==> config.mk <==
export PLATFORM = sky130hd
export DESIGN_NAME = ov5640_cfg_sequencer
export DESIGN_NICKNAME = d
export VERILOG_FILES = /design/src/rtl/ov5640_pkg.sv /design/src/rtl/cfg_ms_timer.sv /design/src/rtl/ov5640_cfg_sequencer.sv
export SDC_FILE = /design/constraint.sdc
export NUM_CORES = 1
export LEC_CHECK = 0
export BUFFER_PORTS_ARGS = -buffer_cell sky130_fd_sc_hd__buf_4
export CAP_MARGIN = 20
export CORE_MARGIN = 10
export CORE_UTILIZATION = 35
export DETAILED_ROUTE_END_ITERATION = 10
export GPL_TIMING_DRIVEN = 0
export HOLD_SLACK_MARGIN = 0.06
export PLACE_DENSITY = 0.5
export SYNTH_ARGS = -nofsm -noshare
export SYNTH_HDL_FRONTEND = slang
export SYNTH_SLANG_ARGS = --single-unit
==> constraint.sdc <==
create_clock -name sys_clock -period 4.07 [get_ports sys_clock]
set_clock_uncertainty 0.2 [all_clocks]
set_input_delay 0.407 -clock sys_clock [delete_from_list [all_inputs] [get_ports sys_clock]]
set_output_delay 0.407 -clock sys_clock [all_outputs]
set_load 0.1 [all_outputs]
==> src/rtl/ov5640_pkg.sv <==
// Shared definitions for the OV5640 configuration sequencer: ROM entry layout,
// marker codes, FSM state encoding and the SCCB device address.
package ov5640_pkg;

  localparam int REG_HI = 23;
  localparam int REG_LO = 8;
  localparam int DAT_HI = 7;
  localparam int DAT_LO = 0;

  localparam logic [15:0] CFG_END       = 16'hFFFF;
  localparam logic [15:0] CFG_DELAY     = 16'hFFFE;
  localparam logic [7:0]  SCCB_DEV_ADDR = 8'h78;

  typedef enum logic [3:0] {
    S_IDLE      = 4'd0,
    S_PWR_DN    = 4'd1,
    S_RST_LO    = 4'd2,
    S_BOOT      = 4'd3,
    S_FETCH     = 4'd4,
    S_DECODE    = 4'd5,
    S_WAIT_ACK  = 4'd6,
    S_RETRY_GAP = 4'd7,
    S_DELAY     = 4'd8,
    S_NEXT      = 4'd9,
    S_DONE      = 4'd10,
    S_ERROR     = 4'd11
  } cfg_state_e;

  function automatic logic [31:0] ms_to_cycles(input logic [31:0] ms, input logic [31:0] ms_cycles);
    return ms * ms_cycles;
  endfunction

endpackage

==> src/rtl/cfg_ms_timer.sv <==
// 32-bit load/down-count timer; expire marks the cycle whose edge brings the count to zero.
module cfg_ms_timer (
  input  logic        clk,
  input  logic        rst_n,
  input  logic        load,
  input  logic [31:0] load_val,
  output logic        expire
);

  logic [31:0] cnt_r;

  // Down-counter: reload on request, otherwise count toward zero and hold there.
  always_ff @(posedge clk or negedge rst_n) begin
    if (!rst_n) begin
      cnt_r <= 32'd0;
    end else if (load) begin
      cnt_r <= load_val;
    end else if (cnt_r != 32'd0) begin
      cnt_r <= cnt_r - 32'd1;
    end
  end

  // Flagging at 1 lets a waiting state leave exactly on the edge the count hits 0.
  assign expire = (cnt_r == 32'd1);

endmodule

==> src/rtl/ov5640_cfg_sequencer.sv <==
// OV5640 power-up sequencer and configuration-ROM walker issuing SCCB register writes,
// with embedded delay entries, per-write NACK retry and done/error reporting.
module ov5640_cfg_sequencer
  import ov5640_pkg::*;
#(
  parameter int unsigned ROM_AW    = 8,
  parameter int unsigned MS_CYCLES = 100000,
  parameter int unsigned T_PWDN_MS = 1,
  parameter int unsigned T_RST_MS  = 1,
  parameter int unsigned T_BOOT_MS = 20,
  parameter int unsigned MAX_RETRY = 3
) (
  input  logic              sys_clock,
  input  logic              reset,
  input  logic              start,
  output logic [ROM_AW-1:0] rom_addr,
  input  logic [23:0]       rom_data,
  output logic              sccb_req,
  output logic [15:0]       sccb_reg_addr,
  output logic [7:0]        sccb_data,
  input  logic              sccb_done,
  input  logic              sccb_nack,
  output logic              cam_pwdn,
  output logic              cam_resetb,
  output logic              busy,
  output logic              cfg_done,
  output logic              cfg_error,
  output logic [ROM_AW-1:0] err_index
);

  cfg_state_e        state_r, state_nxt_s;
  logic [7:0]        retry_r, retry_nxt_s;
  logic [ROM_AW-1:0] rom_addr_nxt_s, err_index_nxt_s;
  logic [15:0]       reg_addr_nxt_s, entry_reg_s;
  logic [7:0]        data_nxt_s, entry_dat_s;
  logic              req_nxt_s, pwdn_nxt_s, resetb_nxt_s;
  logic              busy_nxt_s, done_nxt_s, error_nxt_s;
  logic              tmr_load_s, tmr_expire_s;
  logic [31:0]       tmr_val_s;

  assign entry_reg_s = rom_data[REG_HI:REG_LO];
  assign entry_dat_s = rom_data[DAT_HI:DAT_LO];

  cfg_ms_timer u_timer (
    .clk      (sys_clock),
    .rst_n    (reset),
    .load     (tmr_load_s),
    .load_val (tmr_val_s),
    .expire   (tmr_expire_s)
  );

  // Next-state and next-output logic for the sequencer FSM.
  always_comb begin
    state_nxt_s     = state_r;
    rom_addr_nxt_s  = rom_addr;
    req_nxt_s       = sccb_req;
    reg_addr_nxt_s  = sccb_reg_addr;
    data_nxt_s      = sccb_data;
    pwdn_nxt_s      = cam_pwdn;
    resetb_nxt_s    = cam_resetb;
    busy_nxt_s      = busy;
    done_nxt_s      = cfg_done;
    error_nxt_s     = cfg_error;
    err_index_nxt_s = err_index;
    retry_nxt_s     = retry_r;
    tmr_load_s      = 1'b0;
    tmr_val_s       = 32'd0;
    case (state_r)
      S_IDLE, S_DONE, S_ERROR: begin
        // Any restart is a full re-init, including the camera power cycle.
        if (start) begin
          state_nxt_s     = S_PWR_DN;
          busy_nxt_s      = 1'b1;
          pwdn_nxt_s      = 1'b1;
          resetb_nxt_s    = 1'b0;
          rom_addr_nxt_s  = '0;
          retry_nxt_s     = 8'd0;
          done_nxt_s      = 1'b0;
          error_nxt_s     = 1'b0;
          err_index_nxt_s = '0;
          tmr_load_s      = 1'b1;
          tmr_val_s       = ms_to_cycles(T_PWDN_MS, MS_CYCLES);
        end else begin
          state_nxt_s = state_r;
        end
      end
      S_PWR_DN: begin
        if (tmr_expire_s) begin
          state_nxt_s = S_RST_LO;
          pwdn_nxt_s  = 1'b0;
          tmr_load_s  = 1'b1;
          tmr_val_s   = ms_to_cycles(T_RST_MS, MS_CYCLES);
        end else begin
          state_nxt_s = S_PWR_DN;
        end
      end
      S_RST_LO: begin
        if (tmr_expire_s) begin
          state_nxt_s  = S_BOOT;
          resetb_nxt_s = 1'b1;
          tmr_load_s   = 1'b1;
          tmr_val_s    = ms_to_cycles(T_BOOT_MS, MS_CYCLES);
        end else begin
          state_nxt_s = S_RST_LO;
        end
      end
      S_BOOT: begin
        if (tmr_expire_s) begin
          state_nxt_s = S_FETCH;
        end else begin
          state_nxt_s = S_BOOT;
        end
      end
      S_FETCH: state_nxt_s = S_DECODE;
      S_DECODE: begin
        if (entry_reg_s == CFG_END) begin
          state_nxt_s = S_DONE;
          busy_nxt_s  = 1'b0;
          done_nxt_s  = 1'b1;
        end else if (entry_reg_s == CFG_DELAY) begin
          if (entry_dat_s == 8'd0) begin
            state_nxt_s = S_NEXT;
          end else begin
            state_nxt_s = S_DELAY;
            tmr_load_s  = 1'b1;
            tmr_val_s   = ms_to_cycles({24'd0, entry_dat_s}, MS_CYCLES);
          end
        end else begin
          state_nxt_s    = S_WAIT_ACK;
          reg_addr_nxt_s = entry_reg_s;
          data_nxt_s     = entry_dat_s;
          req_nxt_s      = 1'b1;
        end
      end
      S_WAIT_ACK: begin
        if (sccb_done) begin
          req_nxt_s = 1'b0;
          if (!sccb_nack) begin
            state_nxt_s = S_NEXT;
          end else if (retry_r < 8'(MAX_RETRY)) begin
            state_nxt_s = S_RETRY_GAP;
            retry_nxt_s = retry_r + 8'd1;
          end else begin
            state_nxt_s     = S_ERROR;
            err_index_nxt_s = rom_addr;
            busy_nxt_s      = 1'b0;
            error_nxt_s     = 1'b1;
          end
        end else begin
          state_nxt_s = S_WAIT_ACK;
        end
      end
      S_RETRY_GAP: begin
        state_nxt_s = S_WAIT_ACK;
        req_nxt_s   = 1'b1;
      end
      S_DELAY: begin
        if (tmr_expire_s) begin
          state_nxt_s = S_NEXT;
        end else begin
          state_nxt_s = S_DELAY;
        end
      end
      S_NEXT: begin
        retry_nxt_s = 8'd0;
        // The last ROM slot acts as an implicit end marker; the address never wraps.
        if (rom_addr == {ROM_AW{1'b1}}) begin
          state_nxt_s = S_DONE;
          busy_nxt_s  = 1'b0;
          done_nxt_s  = 1'b1;
        end else begin
          state_nxt_s    = S_FETCH;
          rom_addr_nxt_s = rom_addr + ROM_AW'(1);
        end
      end
      default: state_nxt_s = S_IDLE;
    endcase
  end

  // State and output registers; reset aborts any transfer immediately.
  always_ff @(posedge sys_clock or negedge reset) begin
    if (!reset) begin
      state_r       <= S_IDLE;
      retry_r       <= 8'd0;
      rom_addr      <= '0;
      sccb_req      <= 1'b0;
      sccb_reg_addr <= 16'd0;
      sccb_data     <= 8'd0;
      cam_pwdn      <= 1'b1;
      cam_resetb    <= 1'b0;
      busy          <= 1'b0;
      cfg_done      <= 1'b0;
      cfg_error     <= 1'b0;
      err_index     <= '0;
    end else begin
      state_r       <= state_nxt_s;
      retry_r       <= retry_nxt_s;
      rom_addr      <= rom_addr_nxt_s;
      sccb_req      <= req_nxt_s;
      sccb_reg_addr <= reg_addr_nxt_s;
      sccb_data     <= data_nxt_s;
      cam_pwdn      <= pwdn_nxt_s;
      cam_resetb    <= resetb_nxt_s;
      busy          <= busy_nxt_s;
      cfg_done      <= done_nxt_s;
      cfg_error     <= error_nxt_s;
      err_index     <= err_index_nxt_s;
    end
  end

endmodule

==> out/summary.md, run 1 <==
Once placement finished, the instance area stood at 7050 µm². The die footprint is 23400 µm². The Yosys step of the flow raised 0 warnings. The async set-or-reset flop fraction in the synthesized netlist works out to 100%.

Setup repair after global routing left no endpoint under its margin. The wire length per cell after detailed routing is 17.3 µm, and the buffer count from post-CTS setup fixing is 0. The run gives 716 as the net count after synthesis.

The flow ran to the end, and the final reports show no timing, DRC or antenna violations. Clock-pin slew was measured on the worst setup and hold paths at 0.07 ns. The clock root buffer was sky130_fd_sc_hd__clkbuf_16. In this run, CTS created clock tree buffers numbering 9.

The number of buffers inserted by port buffering was 74. Leaving out fill and tap cells, the most frequent cell in the layout is sky130_fd_sc_hd__dfrtp_1. The mean number of vias per cell is 5.33. The DRC marker count from the first detailed-route iteration is 328.

The run gives 803 as the net total in the final layout. In this run the remaining antenna-violating nets after routing total 0. Synthesis instantiated 69 different standard cells from the library. TritonCTS built the clock tree. The logs give 0.35 ns for the clock latency on the worst-skew pair and 36.4% for the portion of the post-synthesis area used by sequential elements. After global routing the overflow that remains totals 0.

After floorplanning, the core was divided into 48 placement rows. The tools report the global routing usage summed across all routing layers as 13.6%. In this run the worst hold path is classified as in -> reg.

The residual DRC count is 0. Number of cells produced by synthesis: 614. During I/O placement, the number of pins put on the boundary was 75. The core region is 17300 µm². Once the floorplan was initialized, standard cells occupied 35.8% of the core.

The via count of the first global-routing pass is 5131. The logs give 0.00349 µW for the leakage power and 0.255 GHz for the peak clock frequency supported by timing. The tools report the maximum number of pins on one net before global-route repair as 59. Fraction of final layout cells sized beyond drive strength 1: 21.1%.

The number of H-tree levels came out at 3. STA classifies the critical path startpoint as a primary input. The number of flops mapped to enable cells by yosys is 0. The final core area utilization is 42.6%.

The max-cap check violation count was 0; the detailed-placement wirelength estimate was 12500 µm. For the pin with the worst max-slew slack, the measured transition is 0.748 ns. The number of fillers in the final layout was 1729. The total via count in the routed design is 4962. Category of the most critical setup path: in -> reg. Across the VDD grid, the largest voltage drop is 0.318 mV. The total number of clock tree sinks was 90. The floorplan step set the die height to 153 µm. The maximum net fanout on the critical path came out at 6.

In the layout the commonest cells are 89 x sky130_fd_sc_hd__dfrtp_1, 75 x sky130_fd_sc_hd__buf_4, 61 x sky130_fd_sc_hd__ha_1, 44 x sky130_fd_sc_hd__nor2_1, 38 x sky130_fd_sc_hd__nand2_1. The routed design could run at a clock period as short as 3.92 ns. The final-report setup violation count is 0, and the total power is 3100 µW. STA classifies the critical path endpoint as a flip-flop. The commonest register cell after synthesis was sky130_fd_sc_hd__dfrtp_1. The final RePlAce weighted congestion is 0.827. Data arrives at the worst endpoint at 3.94 ns.

The number of antenna diodes in the final layout is 0. Compared with the post-synthesis result, the final layout area differs by 19.2%. The run gives 49.6% as the tightest slew margin relative to the limit. The final-report hold violation count came out at 0. For the setup slack of the worst register-to-register path, the log shows 1.23 ns. The tools report the required time of the critical path as 4.09 ns. After synthesis, the mean cell area works out to 10.1 µm². The run gives 26700 µm as the first-pass GRT wire length. In the finished design, the share of the clock period the worst path needs comes to 96.4%.

From left edge to right edge, the die measures 153 µm. Summing all non-filler instances in the final layout gives an area of 7380 µm². Dividing total power by cell area gives a power density of 420 nW/µm².

After detailed routing, the total wire length is 16100 µm. The first TritonRoute pass finished after 4 iterations. The clock passes through at most 2 buffers.

The number of pins exceeding their max-slew limit in the final report is 0. After synthesis the netlist holds a flip-flop and latch count of 90. After synthesis the cells add up to 6190 µm². Initial antenna violation count: 0.
## registers in the layout, indices dropped and copies added (netlist names)
name and cells:
u_timer.cnt_r 32, sccb_reg_addr 16, err_index 8, retry_r 8, rom_addr 8, sccb_data 8, state_r 4, busy 1
cam_pwdn 1, cam_resetb 1, cfg_done 1, cfg_error 1, sccb_req 1
## worst max-delay path: stages
cell,delay [ns]
sky130_fd_sc_hd__buf_4,0.13
sky130_fd_sc_hd__inv_1,0.06
sky130_fd_sc_hd__ha_1,0.30
sky130_fd_sc_hd__ha_1,0.36
sky130_fd_sc_hd__fa_1,0.46
sky130_fd_sc_hd__fa_1,0.47
sky130_fd_sc_hd__ha_1,0.38
sky130_fd_sc_hd__and3_1,0.24
sky130_fd_sc_hd__a221oi_1,0.40
sky130_fd_sc_hd__o21ai_1,0.22
sky130_fd_sc_hd__o22ai_1,0.21
sky130_fd_sc_hd__xnor2_1,0.19
sky130_fd_sc_hd__o22ai_1,0.12
## per-stage QoR
step / TNS, ns / hold slack (ns) / std cells / worst slack, ns
floorplan: 0 / -0.0886 / 614 / 0.291
global placement: -0.480 / 0.268 / 913 / -0.187
detailed placement: -0.644 / 0.201 / 914 / -0.227
CTS: 0 / 0.0786 / 931 / 0.127
global route: 0 / 0.0788 / 931 / 0.0118
finish: 0 / 0.0956 / 931 / 0.145
## metal layers
| metal | wire (µm) | share of wire (%) | global-route usage, % |
|---|---|---|---|
| met1 | 7780 | 48 | 17.7 |
| met2 | 7500 | 47 | 21.9 |
| met3 | 695 | 4.3 | 3.87 |
| met4 | 98 | 0.61 | 2.68 |
| met5 | 0 | 0 | 0 |
## cell families after synthesis
group | count (synthesis) | share of synthesized area [%]
muxes | 28 | 5.03
buffers and inverters | 41 | 2.67
and+or+nand+nor | 205 | 18.7
adders and majority gates | 73 | 16.2
AOI/OAI and AO/OA | 138 | 15.4
xor gates and xnor gates | 39 | 5.52
DFF | 90 | 36.4
## worst paths after layout
check                                   from           endpoint  depth (start not counted)
worst max-delay path             rom_data[6]  u_timer.cnt_r[24]                         13
worst min-delay path            rom_data[23]  sccb_reg_addr[15]                          2
worst max register to register    state_r[3]       sccb_data[4]                          7
worst min register to register      cam_pwdn           cam_pwdn                          1
max in group asynchronous              reset           cam_pwdn                          3
min in group asynchronous              reset       sccb_data[6]                          2
## timing repair
action,in CTS,in global routing
hold buffers,1,0
gates resized for setup,0,2
endpoints found under the hold margin,32,0
endpoints found under the setup margin,0,3
## synth_stat cells (all sizes together) (2+ instances only)
cell type,instances,area (µm²)
a211oi,5,55.1
and3,7,43.8
or3,9,66.3
a21o,10,75.1
o21ai,35,179
o21bai,3,22.5
nand2b,3,18.8
nand4,10,62.6
nor3,21,128
nand3,27,150
mux2i,3,30.0
o211ai,4,30.0
nand4b,2,17.5
or4,7,52.6
o21a,12,90.1
nor2b,8,50.1
mux2,25,282
o22ai,5,37.5
o31ai,4,35.0
o2111ai,2,17.5
xor2,22,193
nor2,44,165
nor4,16,160
a32o,2,20.0
a31oi,5,31.3
dfrtp,89,2230
ha,61,763
fa,12,240
and2,5,31.3
a22o,12,105
or2,3,21.3
inv,22,82.6
a21oi,25,129
a211o,2,17.5
nand2,38,143
buf,6,32.5
clkbuf,13,50.0
xnor2,17,149
## power by group
group	switching [µW]	internal (µW)
logic	664	450
clock network	385	488
registers	121	993
total	1170	1930
## cell type report
cell class	instances	area [µm²]	area share, %
buffer	19	82.6	1.12
clock buffer	9	225	3.05
clock inverter	7	82.6	1.12
inverter	22	82.6	1.12
multi-input combinational	483	3770	51.2
sequential	90	2250	30.6
tap	225	282	3.82
timing repair buffer	76	593	8.04
Power figures use the tool's default switching activity.
==> inputs of run 2 (changes only) <==
Settings changed: PLACE_DENSITY 0.5 to 0.49, SYNTH_HIERARCHICAL from default to 1.
Clock period 4.07 ns to 4.53 ns, I/O delays scaled along.
==> run 2 against run 1 <==
Wire length up 4.2%. Sequential power up 5%. Sequential share of layout area decreased by 1.3 points. Combinational power up 9.9%. Final cell count increased by 7.2%. Setup slack better by 0.087 ns. Via count increased by 4.5%. Clock power fell by 14%. Largest power group is now combinational cells.
==> out/summary.md, run 2 <==
The type of the most critical hold path is in -> reg (unchanged). The flow ran to the end, and the final reports show no timing, DRC or antenna violations. The tools report the aggregate negative setup slack as 0 ns (unchanged).

The detailed-placement wirelength estimate is 13000 µm (was 12500 µm), and the final RePlAce weighted congestion is 0.813 (was 0.827). The cell taking the most area after synthesis was sky130_fd_sc_hd__dfrtp_1 (unchanged). The DRC marker count from the first detailed-route iteration was 361 (was 328); the areal power density over the cells was 408 nW/µm² (was 420 nW/µm²).

The category of the worst setup path capture point was a flip-flop (unchanged). The number of nets with antenna violations after routing came out at 0 (unchanged). TritonCTS built the clock tree. The tools report the via count of the first global-routing pass as 5580 (was 5131). Most frequent cells in the layout: 89 x sky130_fd_sc_hd__dfrtp_1, 77 x sky130_fd_sc_hd__buf_4, 59 x sky130_fd_sc_hd__ha_1, 49 x sky130_fd_sc_hd__nand2_1, 43 x sky130_fd_sc_hd__o21ai_0 (was 89 x sky130_fd_sc_hd__dfrtp_1, 75 x sky130_fd_sc_hd__buf_4, 61 x sky130_fd_sc_hd__ha_1, 44 x sky130_fd_sc_hd__nor2_1, 38 x sky130_fd_sc_hd__nand2_1). Number of fillers in the final layout: 1791 (was 1729).

Commonest register cell after synthesis: sky130_fd_sc_hd__dfrtp_1 (unchanged). The count of boundary I/O pins was 75 (unchanged); the total number of clock tree sinks was 90 (unchanged). The part of the total power dissipated in the clock network was 23.9% (was 28.2%).

The total length of routed wires was 16800 µm (was 16100 µm); the time the final worst path needs with I/O delays and setup was 4.30 ns. Area contributors post-synth: sky130_fd_sc_hd__dfrtp_1 35%, sky130_fd_sc_hd__ha_1 12%, sky130_fd_sc_hd__mux2_2 4.2% (was sky130_fd_sc_hd__dfrtp_1 36%, sky130_fd_sc_hd__ha_1 12%, sky130_fd_sc_hd__mux2_2 4.5%). The run gives 0 (unchanged) as the initial antenna violation count. The number of buffers created by CTS came out at 9 (unchanged). The clock root buffer is sky130_fd_sc_hd__clkbuf_16 (unchanged). The run gives 6 (was 0) as the warning count from the yosys run. The number of flops mapped to enable cells by yosys was 0 (unchanged). The origin of the critical flop-to-flop path was u_timer/cnt_r[29] (was state_r[3]).

The wire length per cell after detailed routing is 16.8 µm (was 17.3 µm). The logs give 5186 (was 4962) for the total via count in the routed design and 28500 µm (was 26700 µm) for the first-pass GRT wire length. Async set-or-reset flop fraction in the synthesized netlist: 100% (unchanged). Regs by FF count: u_timer/cnt_r x32, sccb_reg_addr x16 (was u_timer.cnt_r x32, sccb_reg_addr x16).

Number of cells produced by synthesis: 665 (was 614). Synthesized cell area: 6400 µm² (was 6190 µm²). The net total in the final layout was 866 (was 803); the post-synthesis area per instance was 9.63 µm² (was 10.1 µm²).

The final-report setup violation count was 0 (unchanged). The most common library cell in the layout ignoring fill and taps is sky130_fd_sc_hd__dfrtp_1 (unchanged). Startpoint kind of the worst setup timing path: a primary input (unchanged).

The net switching fraction of the power is 40.7% (was 37.7%), and the pin slew with the least headroom to its limit is 0.665 ns (was 0.748 ns). For the die footprint, the log shows 24100 µm² (was 23400 µm²). For the required time of the critical path, the log shows 4.62 ns (was 4.09 ns).

The fraction of final layout cells sized beyond drive strength 1 came out at 21.8% (was 21.1%). The mean number of vias per cell came out at 5.20 (was 5.33). Register name with the most flops: u_timer/cnt_r (was u_timer.cnt_r). The arrival time at the worst endpoint is 4.39 ns (was 3.94 ns), and the tightest slew margin relative to the limit is 55.2% (was 49.6%). The tools report the launch point of the worst hold path as rom_data[11] (was rom_data[23]).

The maximum number of buffers from clock root to sink came out at 2 (unchanged). For the setup slack of the worst register-to-register path, the log shows 0.32 ns (was 1.23 ns). The area inside the core boundary came out at 18000 µm² (was 17300 µm²). The starting density of the core was 35.6% (was 35.8%); the fraction of synthesized cell area taken by the top area cell type was 34.8% (was 36.0%). The run gives 0.00356 µW (was 0.00349 µW) as the leakage power.

The width of the die is 155 µm (was 153 µm), and the maximum net fanout on the critical path is 6 (unchanged). The logs give 0 (unchanged) for the max-cap check violation count and 1280 µW (was 1170 µW) for the net switching power. The number of flip-flops under the largest register name is 32 (unchanged), and the number of buffers inserted by port buffering is 74 (unchanged). The tools report the final design instance area without fill as 7700 µm² (was 7380 µm²). Category of the most critical setup path: in -> reg (unchanged).

The maximum number of pins on one net before global-route repair is 68 (was 59). In the finished design, the share of the clock period the worst path needs comes to 94.9%. The tools report the number of H-tree levels as 3 (unchanged). The final core area utilization came out at 42.9% (was 42.6%). The die height works out to 155 µm (was 153 µm). The post-synthesis register bit count is 90 (unchanged), and the final-report hold violation count is 0 (unchanged). The peak supply drop is 0.190 mV (was 0.318 mV). For the peak clock frequency supported by timing, the log shows 0.233 GHz.

The global routing usage summed across all routing layers came out at 14.2% (was 13.6%). The clock latency on the worst-skew pair was 0.35 ns (about the same); the portion of the post-synthesis area used by sequential elements was 35.2% (was 36.4%). The growth of design area from synthesis to finish is 20.3% (was 19.2%), and the post-placement worst setup slack is -0.312 ns (was -0.227 ns). The run gives 1860 µW (was 1930 µW) as the internal power of the cells. The post-place instance area is 7310 µm² (was 7050 µm²). For the number of pins exceeding their max-slew limit in the final report, the log shows 0 (unchanged). The beginning of the critical path was rom_data[3] (was rom_data[6]). The residual DRC count came out at 0 (unchanged).

Synth top cells by count: 89 x sky130_fd_sc_hd__dfrtp_1, 61 x sky130_fd_sc_hd__ha_1, 50 x sky130_fd_sc_hd__nand2_1, 43 x sky130_fd_sc_hd__a21oi_1, 43 x sky130_fd_sc_hd__o21ai_0 (was 89 x sky130_fd_sc_hd__dfrtp_1, 61 x sky130_fd_sc_hd__ha_1, 44 x sky130_fd_sc_hd__nor2_1, 38 x sky130_fd_sc_hd__nand2_1, 34 x sky130_fd_sc_hd__o21ai_0). The clock transition at the registers of the reported paths was 0.07 ns (about the same); the fraction of power consumed by combinational cells was 39.0% (was 35.9%). The remaining global-route overflow came out at 0 (unchanged). The number of detailed-route iterations in the first pass came out at 4 (unchanged). The logs give 70 (was 69) for the number of library cell types mapped by synthesis and 37.2% (was 35.9%) for the fraction of power consumed by sequential logic. The number of antenna repair diodes is 0 (unchanged), and the number of cell rows is 49 (was 48). The most instantiated library cell after synthesis was sky130_fd_sc_hd__dfrtp_1 (unchanged).

The worst setup slack after layout is 0.233 ns (was 0.145 ns).
[run 2: metal layers]
metal	global-route usage, %	vias to the layer above	part of all wire [%]
li1	-	2579	-
met1	18.1	2516	46
met2	23.8	75	48
met3	3.53	16	4.6
met4	3.16	0	1.0
met5	0	-	0
[run 2: worst max-delay path: stages]
cell                       delay [ns]
sky130_fd_sc_hd__buf_4           0.14
sky130_fd_sc_hd__ha_1            0.31
sky130_fd_sc_hd__inv_1           0.06
sky130_fd_sc_hd__fa_1            0.50
sky130_fd_sc_hd__inv_1           0.05
sky130_fd_sc_hd__fa_1            0.47
sky130_fd_sc_hd__ha_1            0.33
sky130_fd_sc_hd__ha_4            0.27
sky130_fd_sc_hd__and2_1          0.18
sky130_fd_sc_hd__a221oi_4        0.31
sky130_fd_sc_hd__a211oi_2        0.14
sky130_fd_sc_hd__o311a_1         0.31
sky130_fd_sc_hd__or3_1           0.36
sky130_fd_sc_hd__a21oi_2         0.17
sky130_fd_sc_hd__nor2_1          0.05
sky130_fd_sc_hd__a31oi_1         0.14
sky130_fd_sc_hd__o21a_1          0.14
[run 2: power groups by stage]
| stage | logic, µW | registers, µW | clock network, µW |
|---|---|---|---|
| 2_1_floorplan | 720 | 1330 | 0 |
| 3_3_place_gp | 1160 | 1170 | 0 |
| 3_5_place_dp | 1180 | 1180 | 0 |
| 4_1_cts | 1190 | 1160 | 777 |
| 5_1_grt | 1370 | 1200 | 815 |
| 6_report | 1220 | 1170 | 750 |
[run 2: metrics by stage]
step | hold slack [ns] | std cells | total power [µW]
after global placement | 0.264 | 979 | 2320
final | 0.145 | 998 | 3140
after global routing | 0.139 | 998 | 3380
after floorplan | -0.0426 | 676 | 2050
after CTS | 0.131 | 997 | 3130
after detailed placement | 0.197 | 980 | 2360
[run 2: path summary, 6_finish.rpt]
kind | to | depth (start not counted)
max | u_timer/cnt_r[24] | 17
min | sccb_reg_addr[3] | 2
min reg2reg | cam_pwdn | 2
max in group asynchronous | sccb_data[5] | 3
max reg2reg | u_timer/cnt_r[8] | 12
min in group asynchronous | u_timer/cnt_r[21] | 2
[run 2: cells by family (layout without fill, tap and decap cells)]
kind of cell             count (synthesis)  after routing  share of synthesized area (%)
AO/OA/AOI/OAI                          152            152                           15.1
buffers and inverters                   61            154                           4.12
flip-flops                              90             90                           35.2
adder cells (fa/ha/maj)                 73             73                           15.7
AND/OR/NAND/NOR                        231            231                           21.1
other                                    1             12                         0.0586
XOR/XNOR                                33             33                           4.52
multiplexers                            24             24                           4.22
[run 2: cell type report]
class	count	area [µm²]	share of cell area, %
Multi-Input combinational cell	525	3990	51.9
Timing Repair Buffer	77	601	7.80
Sequential cell	90	2250	29.3
Clock inverter	6	58.8	0.764
Buffer	26	138	1.79
Inverter	35	131	1.71
Clock buffer	10	239	3.10
Tap cell	229	287	3.72
[run 2: what timing repair did]
action | 4_1_cts | 5_1_grt
endpoints found under the setup margin | 32 | 29
hold endpoints to repair | 23 | 0
resized for setup | 4 | 10
hold buffers | 1 | 0
pin swaps | 0 | 4
buffers inserted | 0 | 1
==> inputs of run 3 (changes only) <==
Settings changed: CTS_CLUSTER_SIZE from default to 28.
Clock period 4.53 ns to 5.25 ns, I/O delays scaled along.
==> run 3 against run 2 <==
Die area did not move. Flip-flop and latch count is the same. Clock-buffer cell count stayed put. Clock power shrank 14%. Power fell by 15%. Setup slack improved by 0.15 ns. Sequential power decreased by 15%. Non-clock buffer count fell by 1. First-iteration DRC count is 23% lower. Final cell count down 0.10%.
==> out/summary.md, run 3 (synthesis results as in run 2) <==
The flow ran to the end, and the final reports show no timing, DRC or antenna violations. The number of H-tree levels is 3 (unchanged), and the clock latency on the worst-skew pair is 0.35 ns (about the same). The via count of the first global-routing pass is 5580 (unchanged), and the count of placed standard cells including taps is 980 (unchanged).

The pin slew with the least headroom to its limit was 0.665 ns (about the same). The number of antenna repair diodes is 0 (unchanged). Setup repair after global routing left no endpoint under its margin.

For the non-filler instance count after layout, the log shows 997 (was 998). The remaining global-route overflow was 0 (unchanged); the number of detailed-route iterations in the first pass was 4 (unchanged). The peak clock frequency supported by timing came out at 0.206 GHz.

Required time of the critical path: 5.32 ns (was 4.62 ns). Launch point of the worst hold path: rom_data[11] (unchanged). Maximum number of buffers from clock root to sink: 2 (unchanged).

Total number of clock tree sinks: 90 (unchanged). The logs give 0 ns (unchanged) for the aggregate negative setup slack and 0 (unchanged) for the number of nets with antenna violations after routing. The logs give 4.93 ns (was 4.39 ns) for the arrival time at the worst endpoint and 75 (unchanged) for the count of boundary I/O pins.

The leakage power is 0.00353 µW (was 0.00356 µW). The number of flip-flops under the largest register name came out at 32 (unchanged). The number of buffers inserted by port buffering came out at 74 (unchanged). The areal power density over the cells was 350 nW/µm² (was 408 nW/µm²).

The detailed-placement wirelength estimate is 13000 µm (unchanged), and the tightest slew margin relative to the limit is 55.2% (about the same). The worst reg2reg path endpoint was u_timer/cnt_r[21] (was u_timer/cnt_r[8]). The mean number of vias per cell was 5.18 (was 5.20). For the setup slack of the worst register-to-register path, the log shows 0.39 ns (was 0.32 ns). The die footprint is 24100 µm² (unchanged), and the growth of design area from synthesis to finish is 19.0% (was 20.3%). Number of cells on the worst hold path: 2 (unchanged).

For the max-cap check violation count, the log shows 0 (unchanged). The cell count of the worst reg-to-reg path came out at 14 (was 12). Final-report hold violation count: 0 (unchanged). The most common library cell in the layout ignoring fill and taps is sky130_fd_sc_hd__dfrtp_1 (unchanged). The clock transition at the registers of the reported paths works out to 0.07 ns (about the same).

The origin of the critical flop-to-flop path is u_timer/cnt_r[29] (unchanged). The initial antenna violation count was 0 (unchanged). Most frequent cells in the layout: 89 x sky130_fd_sc_hd__dfrtp_1, 75 x sky130_fd_sc_hd__buf_4, 61 x sky130_fd_sc_hd__ha_1, 50 x sky130_fd_sc_hd__nand2_1 (was 89 x sky130_fd_sc_hd__dfrtp_1, 77 x sky130_fd_sc_hd__buf_4, 59 x sky130_fd_sc_hd__ha_1, 49 x sky130_fd_sc_hd__nand2_1, 43 x sky130_fd_sc_hd__o21ai_0).

The fraction of final layout cells sized beyond drive strength 1 works out to 20.4% (was 21.8%). The total via count in the routed design was 5166 (was 5186). The register name with the most flops was u_timer/cnt_r (unchanged). Time the final worst path needs with I/O delays and setup: 4.86 ns.

The type of the most critical hold path was in -> reg (unchanged). The logs give 35.6% (unchanged) for the starting density of the core and 0 (unchanged) for the number of pins exceeding their max-slew limit in the final report. The total length of routed wires came out at 16600 µm (was 16800 µm). The category of the most critical setup path was reg -> reg (was in -> reg). For the residual DRC count, the log shows 0 (unchanged). TritonCTS built the clock tree.

The peak supply drop came out at 0.164 mV (was 0.190 mV). The tools report the maximum number of pins on one net before global-route repair as 68 (unchanged). The startpoint kind of the worst setup timing path was a flip-flop (was a primary input).

The clock root buffer is sky130_fd_sc_hd__clkbuf_16 (unchanged). The end point of the most critical hold path is sccb_reg_addr[3] (unchanged). The run gives 865 (was 866) as the net total in the final layout.

For the final RePlAce weighted congestion, the log shows 0.813 (unchanged). The width of the die was 155 µm (unchanged); the final-report setup violation count was 0 (unchanged). Wire length per cell after detailed routing: 16.7 µm (was 16.8 µm). The final core area utilization came out at 42.4% (was 42.9%).

The category of the worst setup path capture point was a flip-flop (unchanged). For the worst setup slack after layout, the log shows 0.387 ns (was 0.233 ns). The first-pass GRT wire length is 28500 µm (about the same). Maximum net fanout on the critical path: 10 (was 6). Regs by FF count: u_timer/cnt_r x32, sccb_reg_addr x16 (unchanged). The DRC marker count from the first detailed-route iteration is 279 (was 361), and the number of cell rows is 49 (unchanged). The run gives 9 (unchanged) as the number of buffers created by CTS. The minimum hold slack came out at 0.217 ns (was 0.145 ns). The global routing usage summed across all routing layers is 14.2% (about the same), and the area inside the core boundary is 18000 µm² (unchanged).

The die height was 155 µm (unchanged). Post-placement worst setup slack: 0.365 ns (was -0.312 ns). Dividing the final minimum period by the clock period gives 92.6%.
==> run 3: cell types whose count changed in the layout (fill, tap and decap cells not counted), moves of 2 or more <==
| cell | previous run | this run |
|---|---|---|
| sky130_fd_sc_hd__ha_4 | 2 | 0 |
| sky130_fd_sc_hd__clkbuf_1 | 12 | 14 |
| sky130_fd_sc_hd__clkbuf_2 | 2 | 0 |
| sky130_fd_sc_hd__buf_4 | 77 | 75 |
| sky130_fd_sc_hd__ha_1 | 59 | 61 |
==> run 3: worst max path at each step <==
stage                                  from           endpoint  slack (ns)
after floorplan                 rom_data[3]  u_timer/cnt_r[24]        0.90
after global placement          rom_data[3]  u_timer/cnt_r[24]        0.37
after detailed placement        rom_data[3]  u_timer/cnt_r[24]        0.36
after CTS                 u_timer/cnt_r[29]  u_timer/cnt_r[29]        0.38
after global routing      u_timer/cnt_r[29]  u_timer/cnt_r[30]        0.07
final                     u_timer/cnt_r[29]  u_timer/cnt_r[21]        0.39
==> run 3: through the flow <==
stage / total power, µW / cell area (µm²)
floorplan: 1770 / 6440
global placement: 2000 / 7280
detailed placement: 2030 / 7310
CTS: 2700 / 7620
global route: 2880 / 7620
finish: 2660 / 7620
==> run 3: repair_timing <==
item	4_1_cts	5_1_grt
hold buffers	1	0
hold endpoints to repair	23	0
resized for setup	0	0
setup buffers	0	0
==> run 3: final cells by class <==
| type | instances | area [µm²] |
|---|---|---|
| flip-flops and latches | 90 | 2250 |
| well taps | 229 | 287 |
| repair buffers | 76 | 593 |
| plain buffers | 26 | 133 |
| multi-input cells | 525 | 3930 |
| clock inverters | 6 | 58.8 |
| inverters | 35 | 131 |
| fillers | 1802 | 10300 |
| clock buffers | 10 | 239 |
==> run 3: power breakdown <==
group	internal (µW)	switching, µW	leakage [µW]
clock	345	300	0.000148
combinational	403	611	0.00227
sequential	833	171	0.00112
==> run 3: worst max-delay path: stages (launching register included) <==
cell	delay, ns
sky130_fd_sc_hd__dfrtp_1	0.42
sky130_fd_sc_hd__or4_4	0.58
sky130_fd_sc_hd__nor4_4	0.33
sky130_fd_sc_hd__nand2_1	0.13
sky130_fd_sc_hd__nor3_1	0.50
sky130_fd_sc_hd__nand2b_1	0.24
sky130_fd_sc_hd__or4_1	0.64
sky130_fd_sc_hd__and3_1	0.31
sky130_fd_sc_hd__nand2_1	0.22
sky130_fd_sc_hd__nor2b_1	0.11
sky130_fd_sc_hd__and3_1	0.26
sky130_fd_sc_hd__nand4b_1	0.19
sky130_fd_sc_hd__clkbuf_1	0.36
sky130_fd_sc_hd__o21ai_0	0.16
sky130_fd_sc_hd__a21oi_1	0.14
==> run 3: per-layer routing <==
layer | up-vias | share of wire, % | global-route usage, %
li1 | 2587 | - | -
met5 | - | 0 | 0
met1 | 2496 | 46 | 18.0
met3 | 16 | 4.3 | 3.53
met4 | 0 | 1.1 | 3.16
met2 | 67 | 48 | 23.8
